**src/rtl/irda_fir_rx_datapath_if.sv**
```systemverilog
// -----------------------------------------------------------------------------
// irda_fir_rx_datapath_if
// Groups the strobes, control inputs and observable outputs of the FIR receive
// datapath. The clock and the reset are plain ports on the block, not members.
//   master : drives the strobes, rx_i, fd_o and CRC controls; observes outputs
//   slave  : the datapath itself
// Members:
//   fast_enable     oversample strobe (4 per chip)
//   fir_rx8_enable  chip strobe
//   fir_rx4_enable  bit strobe (every second chip strobe)
//   fir_rx_restart  synchronous restart of bit sync and 4PPM decoder
//   rx_i            raw IR input, 1 = pulse
//   bs_o            synchronized chip value
//   fd_o            symbol-aligned chip stream from the flag detector
//   clrcrc          synchronous CRC preset
//   crcndata        1 = shift CRC out on txdout (optional feature only)
//   bdcrc           1 = invert shifted CRC (optional feature only)
//   ppmd_o          decoded serial data bit
//   ppmd_bad_chip   sticky invalid-symbol flag
//   txdout          CRC block serial output
//   crc32_par_o     CRC register
//   crc_ok          CRC register equals the good-frame residue
// -----------------------------------------------------------------------------
interface irda_fir_rx_datapath_if;
  logic        fast_enable;
  logic        fir_rx8_enable;
  logic        fir_rx4_enable;
  logic        fir_rx_restart;
  logic        rx_i;
  logic        bs_o;
  logic        fd_o;
  logic        clrcrc;
  logic        crcndata;
  logic        bdcrc;
  logic        ppmd_o;
  logic        ppmd_bad_chip;
  logic        txdout;
  logic [31:0] crc32_par_o;
  logic        crc_ok;

  modport master (
    output fast_enable, fir_rx8_enable, fir_rx4_enable, fir_rx_restart,
    output rx_i, fd_o, clrcrc, crcndata, bdcrc,
    input  bs_o, ppmd_o, ppmd_bad_chip, txdout, crc32_par_o, crc_ok
  );

  modport slave (
    input  fast_enable, fir_rx8_enable, fir_rx4_enable, fir_rx_restart,
    input  rx_i, fd_o, clrcrc, crcndata, bdcrc,
    output bs_o, ppmd_o, ppmd_bad_chip, txdout, crc32_par_o, crc_ok
  );
endinterface

```
**src/rtl/irda_fir_rx_datapath.sv**
```systemverilog
// -----------------------------------------------------------------------------
// irda_fir_rx_datapath
// FIR (4 Mb/s, 4PPM) receive datapath: bit synchronizer -> 4PPM decoder ->
// CRC32 accumulator.
// Ports:
//   clk       system clock
//   wb_rst_i  asynchronous active-high reset
//   bus       irda_fir_rx_datapath_if.slave (strobes, rx_i, fd_o, CRC controls,
//             bs_o, ppmd_o, ppmd_bad_chip, txdout, crc32_par_o, crc_ok)
// Parameter:
//   CRC_RESIDUE  CRC register value after a good frame including its FCS
// Build option:
//   IRDA_CRC_TXOUT_EN  when defined, crcndata=1 shifts the (optionally
//                      inverted) CRC out on txdout instead of accumulating data.
//                      When undefined, crcndata and bdcrc are ignored.
// -----------------------------------------------------------------------------
module irda_fir_rx_datapath #(
  parameter logic [31:0] CRC_RESIDUE = 32'hC704DD7B
) (
  input  logic                    clk,
  input  logic                    wb_rst_i,
  irda_fir_rx_datapath_if.slave   bus
);

  localparam logic [31:0] CRC_POLY   = 32'h04C11DB7;
  localparam logic [31:0] CRC_PRESET = 32'hFFFF_FFFF;

  // One MSB-first LFSR step of CRC32 for a single serial data bit.
  function automatic logic [31:0] crc32_step(input logic [31:0] crc, input logic din);
    logic fb;
    fb = crc[31] ^ din;
    crc32_step = {crc[30:0], 1'b0} ^ (fb ? CRC_POLY : 32'h0000_0000);
  endfunction

  // 4PPM symbol decode, result is {bad, b1, b0}; invalid symbols decode to 00.
  function automatic logic [2:0] ppm_decode(input logic [3:0] sym);
    case (sym)
      4'b1000: ppm_decode = 3'b000;
      4'b0100: ppm_decode = 3'b001;
      4'b0010: ppm_decode = 3'b010;
      4'b0001: ppm_decode = 3'b011;
      default: ppm_decode = 3'b100;
    endcase
  endfunction

  // Bit synchronizer state
  logic        rx_meta_q, rx_sync_q;
  logic        prev_q, prev_d;
  logic [1:0]  phase_q, phase_d;
  logic        bs_q, bs_d;

  // 4PPM decoder state
  logic [3:0]  chip_sr_q, chip_sr_d;
  logic [1:0]  cc_q, cc_d;
  logic [1:0]  hold_q, hold_d;
  logic        sel_q, sel_d;      // 0 = b0 goes out next, 1 = b1
  logic        ppmd_q, ppmd_d;
  logic        bad_q, bad_d;

  // CRC block state
  logic [31:0] crc_q, crc_d;
  logic        txd_q, txd_d;

  // Completed symbol as seen on the chip strobe that ends it.
  logic [3:0]  sym_s;
  logic [2:0]  dec_s;
  logic [31:0] crc_upd_s;

  assign sym_s     = {chip_sr_q[2:0], bus.fd_o};
  assign dec_s     = ppm_decode(sym_s);
  assign crc_upd_s = crc32_step(crc_q, ppmd_q);

  // Bit synchronizer: phase tracking and mid-chip sampling on the oversample strobe
  always_comb begin
    prev_d  = prev_q;
    phase_d = phase_q;
    bs_d    = bs_q;
    if (bus.fir_rx_restart) begin
      prev_d  = 1'b0;
      phase_d = 2'd0;
      bs_d    = 1'b0;
    end else if (bus.fast_enable) begin
      prev_d = rx_sync_q;
      // An edge marks the first sample of a chip, so phase 2 is its middle.
      if (rx_sync_q != prev_q) begin
        phase_d = 2'd1;
      end else begin
        phase_d = phase_q + 2'd1;
      end
      if (phase_q == 2'd2) begin
        bs_d = rx_sync_q;
      end else begin
        bs_d = bs_q;
      end
    end else begin
      prev_d = prev_q;
    end
  end

  // 4PPM chip capture, symbol decode and serialisation of the held dibit
  always_comb begin
    chip_sr_d = chip_sr_q;
    cc_d      = cc_q;
    hold_d    = hold_q;
    sel_d     = sel_q;
    ppmd_d    = ppmd_q;
    bad_d     = bad_q;
    if (bus.fir_rx_restart) begin
      chip_sr_d = 4'b0000;
      cc_d      = 2'd0;
      hold_d    = 2'b00;
      sel_d     = 1'b0;
      ppmd_d    = 1'b0;
      bad_d     = 1'b0;
    end else begin
      if (bus.fir_rx4_enable) begin
        ppmd_d = sel_q ? hold_q[1] : hold_q[0];
        sel_d  = ~sel_q;
      end else begin
        ppmd_d = ppmd_q;
      end
      if (bus.fir_rx8_enable) begin
        chip_sr_d = sym_s;
        cc_d      = cc_q + 2'd1;
        // Loading a new dibit restarts serialisation at b0, even if a bit
        // strobe in this same cycle just emitted b1 of the previous symbol.
        if (cc_q == 2'd3) begin
          hold_d = dec_s[1:0];
          sel_d  = 1'b0;
          bad_d  = bad_q | dec_s[2];
        end else begin
          hold_d = hold_q;
        end
      end else begin
        chip_sr_d = chip_sr_q;
      end
    end
  end

  // CRC32 accumulation / shift-out and serial output register
  always_comb begin
    crc_d = crc_q;
    txd_d = txd_q;
    if (bus.fir_rx4_enable) begin
`ifdef IRDA_CRC_TXOUT_EN
      if (bus.crcndata) begin
        txd_d = ~crc_q[31] ^ bus.bdcrc;
        crc_d = {crc_q[30:0], 1'b1};
      end else begin
        txd_d = ppmd_q;
        crc_d = crc_upd_s;
      end
`else
      txd_d = ppmd_q;
      crc_d = crc_upd_s;
`endif
    end else begin
      txd_d = txd_q;
    end
    // Preset overrides any same-cycle update.
    if (bus.clrcrc) begin
      crc_d = CRC_PRESET;
    end else begin
      txd_d = txd_d;
    end
  end

`ifndef IRDA_CRC_TXOUT_EN
  logic unused_ctrl_s;
  assign unused_ctrl_s = bus.crcndata ^ bus.bdcrc;
`endif

  // All state flops; the input synchronizer runs every clock
  always_ff @(posedge clk or posedge wb_rst_i) begin
    if (wb_rst_i) begin
      rx_meta_q <= 1'b0;
      rx_sync_q <= 1'b0;
      prev_q    <= 1'b0;
      phase_q   <= 2'd0;
      bs_q      <= 1'b0;
      chip_sr_q <= 4'b0000;
      cc_q      <= 2'd0;
      hold_q    <= 2'b00;
      sel_q     <= 1'b0;
      ppmd_q    <= 1'b0;
      bad_q     <= 1'b0;
      crc_q     <= CRC_PRESET;
      txd_q     <= 1'b0;
    end else begin
      rx_meta_q <= bus.rx_i;
      rx_sync_q <= rx_meta_q;
      prev_q    <= prev_d;
      phase_q   <= phase_d;
      bs_q      <= bs_d;
      chip_sr_q <= chip_sr_d;
      cc_q      <= cc_d;
      hold_q    <= hold_d;
      sel_q     <= sel_d;
      ppmd_q    <= ppmd_d;
      bad_q     <= bad_d;
      crc_q     <= crc_d;
      txd_q     <= txd_d;
    end
  end

  assign bus.bs_o          = bs_q;
  assign bus.ppmd_o        = ppmd_q;
  assign bus.ppmd_bad_chip = bad_q;
  assign bus.txdout        = txd_q;
  assign bus.crc32_par_o   = crc_q;
  assign bus.crc_ok        = (crc_q == CRC_RESIDUE);

endmodule

```
**src/flat_wrapper.sv**
```systemverilog
// flat-port wrapper written by rule: the top's interface ports become plain ports
module irda_fir_rx_datapath_flat 
#(
  parameter logic [31:0] CRC_RESIDUE = 32'hC704DD7B
)
  (clk, wb_rst_i, bus_fast_enable, bus_fir_rx8_enable, bus_fir_rx4_enable, bus_fir_rx_restart, bus_rx_i, bus_fd_o, bus_clrcrc, bus_crcndata, bus_bdcrc, bus_bs_o, bus_ppmd_o, bus_ppmd_bad_chip, bus_txdout, bus_crc32_par_o, bus_crc_ok);
  irda_fir_rx_datapath_if bus_i ();
  input  logic clk;
  input  logic wb_rst_i;
  input wire logic [$bits(bus_i.fast_enable)-1:0] bus_fast_enable;
  input wire logic [$bits(bus_i.fir_rx8_enable)-1:0] bus_fir_rx8_enable;
  input wire logic [$bits(bus_i.fir_rx4_enable)-1:0] bus_fir_rx4_enable;
  input wire logic [$bits(bus_i.fir_rx_restart)-1:0] bus_fir_rx_restart;
  input wire logic [$bits(bus_i.rx_i)-1:0] bus_rx_i;
  input wire logic [$bits(bus_i.fd_o)-1:0] bus_fd_o;
  input wire logic [$bits(bus_i.clrcrc)-1:0] bus_clrcrc;
  input wire logic [$bits(bus_i.crcndata)-1:0] bus_crcndata;
  input wire logic [$bits(bus_i.bdcrc)-1:0] bus_bdcrc;
  output wire logic [$bits(bus_i.bs_o)-1:0] bus_bs_o;
  output wire logic [$bits(bus_i.ppmd_o)-1:0] bus_ppmd_o;
  output wire logic [$bits(bus_i.ppmd_bad_chip)-1:0] bus_ppmd_bad_chip;
  output wire logic [$bits(bus_i.txdout)-1:0] bus_txdout;
  output wire logic [$bits(bus_i.crc32_par_o)-1:0] bus_crc32_par_o;
  output wire logic [$bits(bus_i.crc_ok)-1:0] bus_crc_ok;
  assign bus_i.fast_enable = bus_fast_enable;
  assign bus_i.fir_rx8_enable = bus_fir_rx8_enable;
  assign bus_i.fir_rx4_enable = bus_fir_rx4_enable;
  assign bus_i.fir_rx_restart = bus_fir_rx_restart;
  assign bus_i.rx_i = bus_rx_i;
  assign bus_i.fd_o = bus_fd_o;
  assign bus_i.clrcrc = bus_clrcrc;
  assign bus_i.crcndata = bus_crcndata;
  assign bus_i.bdcrc = bus_bdcrc;
  assign bus_bs_o = bus_i.bs_o;
  assign bus_ppmd_o = bus_i.ppmd_o;
  assign bus_ppmd_bad_chip = bus_i.ppmd_bad_chip;
  assign bus_txdout = bus_i.txdout;
  assign bus_crc32_par_o = bus_i.crc32_par_o;
  assign bus_crc_ok = bus_i.crc_ok;
  irda_fir_rx_datapath #(.CRC_RESIDUE(CRC_RESIDUE)) u_core (.clk(clk), .wb_rst_i(wb_rst_i), .bus(bus_i));
endmodule
```
**config.mk**
```make
export PLATFORM = sky130hd
export DESIGN_NAME = irda_fir_rx_datapath_flat
export DESIGN_NICKNAME = d
export VERILOG_FILES = /design/src/rtl/irda_fir_rx_datapath_if.sv /design/src/rtl/irda_fir_rx_datapath.sv /design/src/flat_wrapper.sv
export SDC_FILE = /design/constraint.sdc
export NUM_CORES = 1
export LEC_CHECK = 0
export BUFFER_PORTS_ARGS = -buffer_cell sky130_fd_sc_hd__buf_4
export CAP_MARGIN = 20
export CORE_MARGIN = 3
export CORE_UTILIZATION = 55
export DETAILED_ROUTE_END_ITERATION = 10
export GPL_ROUTABILITY_DRIVEN = 1
export GPL_TIMING_DRIVEN = 0
export PLACE_DENSITY_LB_ADDON = 0.25
export SLEW_MARGIN = 20
export SYNTH_ARGS = -nofsm -noshare
export SYNTH_HDL_FRONTEND = slang
export SYNTH_SLANG_ARGS = --single-unit
```
**constraint.sdc**
```tcl
create_clock -name clk -period 2.8 [get_ports clk]
set_input_delay 0.56 -clock clk [delete_from_list [all_inputs] [get_ports clk]]
set_output_delay 0.56 -clock clk [all_outputs]
set_load 0.005 [all_outputs]
```
==> impl_metrics.toml <==
[min_path]
hp-class = "in2async"

[layout]
layout-area-overhead-vs-synth_pct = 21.0
drive_above_1_share_pct = 33.6
fin_nets = 268
layout_commonest_cell = "buf_4"
fill_cells = 299
antenna_cells = 0
layout_common_cells = "buf_4 (42), dfstp_2 (32), a21oi_1 (18), a211o_1 (17), dfrtp_1 (17)"

[synth]
yosysTopAreaCell = "dfstp_2"
synthFlopType = "dfstp_2"
synthesis.instances = 205
yosys.area.top_type_share_pct = 36.6
ys_warn_count = 0
synth_edf_count = 0
synth.area.top_cells = "dfstp_2 (37%), dfrtp_1 (19%), a211o_1 (6.5%)"
ys_ff_latch = 49
yosysUniqueCellTypes = 34
avgSynthCellArea_sq_um = 11.2
synth_area_sq_um = 2300
synthesis.nets = 218
ys_async_sr_fraction_pct = 100
ys_seq_area_share_pct = 55.1

[timing]
final.setup.tns_ps = 0
hold_violations = 0
fin_crit_ps = 2740
slew_violations = 0
max_slew.worst_pin.slew_ps = 558
max_freq_ghz = 0.365
setup_viol = 0
slew_headroom_pct = 62.5
holdWs_ps = 314
fin_ws_ps = 61.3
grt_setup_unrepaired = "false"
min_period_over_period_pct = 97.8
clock_skew_ps = 3.49

[detailed_routing]
drt-total-wl_um = 4970
vias = 1721
avgRoutedWirePerCell_um = 16.3
via_per_inst = 5.66
first_pass_iters = 4
drc = 0
antenna_left = 0
drt_iter0_drc = 118

[pwr]
p_clk_share_pct = 26.9
power_leakage_nw = 1.16
pwr-share-comb_pct = 16.4
netSwitchingPower_mw = 0.390
sw_frac_of_total_pct = 26.4
pwr-share-seq_pct = 56.7
power.internal_mw = 1.09
peakVddDrop_uv = 380
power_density_nw_per_um2 = 531

[clock_tree]
hold_buffers = 0
htree_num_levels = 2
cts-resized-gates = 0
cts_tree = "built"
clock_sinks = 49
clk_latency_ps = 300
clockRootBuffer = "clkbuf_8"
cts_buffers = 5
path_clk_slew_ps = 80
cts.path.max_buffers = 2
postCtsSetupBuffers = 0

[global_route]
grtUsageTotal_pct = 21.1
grt_pass1_vias = 1708
grt_max_degree = 26
grt_first_pass_wirelength_um = 8320
antenna_found_initial = 0
grt.overflow.total = 0

[placement]
port_buffers = 42
dpl.hpwl_um = 3530
place.gp.congestion = 0.796
post-place-ws_ps = 376

[setup_path]
end_kind = "primary output"
cp_max_fo = 4
rr_worst_depth = 4
rr_startpoint = "u_core.bus.ppmd_o"
crit_path_start = "u_core.bus.crc32_par_o[4]"
startpoint_type = "register"
arrival_ps = 2180
crit_required_ps = 2240
crit_type = "reg2out"

[floorplan]
start_util_pct = 59.6
rows = 22
die_h_um = 70.6
core-area_sq_um = 3850
ios = 48
die_w_um = 70.6
die-area_sq_um = 4990

[run]
drv_cap = 0

[outcome]
status = "complete, no violations"
power groups by stage:
stage                     Clock [mW]  Sequential (mW)  Combinational (mW)
final                          0.397            0.837               0.242
after global routing           0.432            0.847               0.269
after CTS                      0.411            0.836               0.244
after detailed placement           0            0.848               0.243
after global placement             0            0.847               0.231
after floorplan                    0            0.839               0.139
cell families (layout without fill, tap and decap cells):
| family | after synthesis | count (layout) | synth area share (%) |
|---|---|---|---|
| compound gates | 54 | 54 | 15.3 |
| fa+ha+maj | 2 | 2 | 1.09 |
| simple gates | 55 | 55 | 14.7 |
| mux | 7 | 7 | 3.10 |
| buf+inv | 18 | 69 | 3.10 |
| flops | 49 | 49 | 55.1 |
| xor+xnor | 20 | 20 | 7.62 |
worst max-delay path, cell delays in order, from the launching register on:
cell and delay, ps:
dfstp_2 580, or4b_1 430, or4_1 550, nor4_2 170
buf_4 150
final timing paths:
check / endpoint / slack (ps)
hold reg to reg: u_core.rx_sync_q / 360
setup reg to reg: u_core.bus.crc32_par_o[10] / 1140
max in group asynchronous: u_core.bus.crc32_par_o[1] / 1890
setup / recovery: bus_crc_ok / 60
min in group clk: u_core.rx_sync_q / 360
hold / removal: u_core.rx_meta_q / 310
layout make-up:
type / count / area, sq um / share of cell area (%)
Sequential cell: 49 / 1270 / 45.5
Timing Repair Buffer: 43 / 343 / 12.3
Multi-Input combinational cell: 138 / 961 / 34.5
Buffer: 15 / 60.1 / 2.16
Clock buffer: 8 / 80.1 / 2.88
Inverter: 3 / 11.3 / 0.405
Tap cell: 48 / 60.1 / 2.16
per-layer routing:
metal  track usage (%)  share of wire, %  vias to the layer above  wire length, um
li1                  -                 -                      818                -
met1              28.1                44                      850             2160
met2              33.9                49                       46             2450
met3              5.26               5.5                        7              274
met4              7.31               1.7                        0               82
met5                 0                 0                        -                0
sequential cells by signal (all words and copies together) (netlist names), 2 cells and up:
signal                  count
u_core.hold_q               2
u_core.phase_q              2
u_core.chip_sr_q            3
u_core.cc_q                 2
u_core.bus.crc32_par_o     32
cell usage after synthesis (all sizes together), types with 3 or more instances:
cell	n
xor2	15
nor2b	14
nor4b	3
dfrtp	17
and2	4
a211o	18
inv	3
buf	3
clkbuf	12
nor2	11
xnor2	5
or4	3
nand2	6
nand4b	4
mux2i	6
a21oi	18
dfstp	32
o21ai	13
per-stage QoR:
stage / instances / power [mW] / utilization [%] / cell area, sq um
final: 304 / 1.48 / 72.2 / 2780
after global routing: 304 / 1.55 / 72.2 / 2780
after CTS: 304 / 1.49 / 72.2 / 2780
after detailed placement: 296 / 1.09 / 70.1 / 2700
after global placement: 295 / 1.08 / 69.4 / 2670
after floorplan: 205 / 0.978 / - / 2300
(Power assumes the default switching activity.)
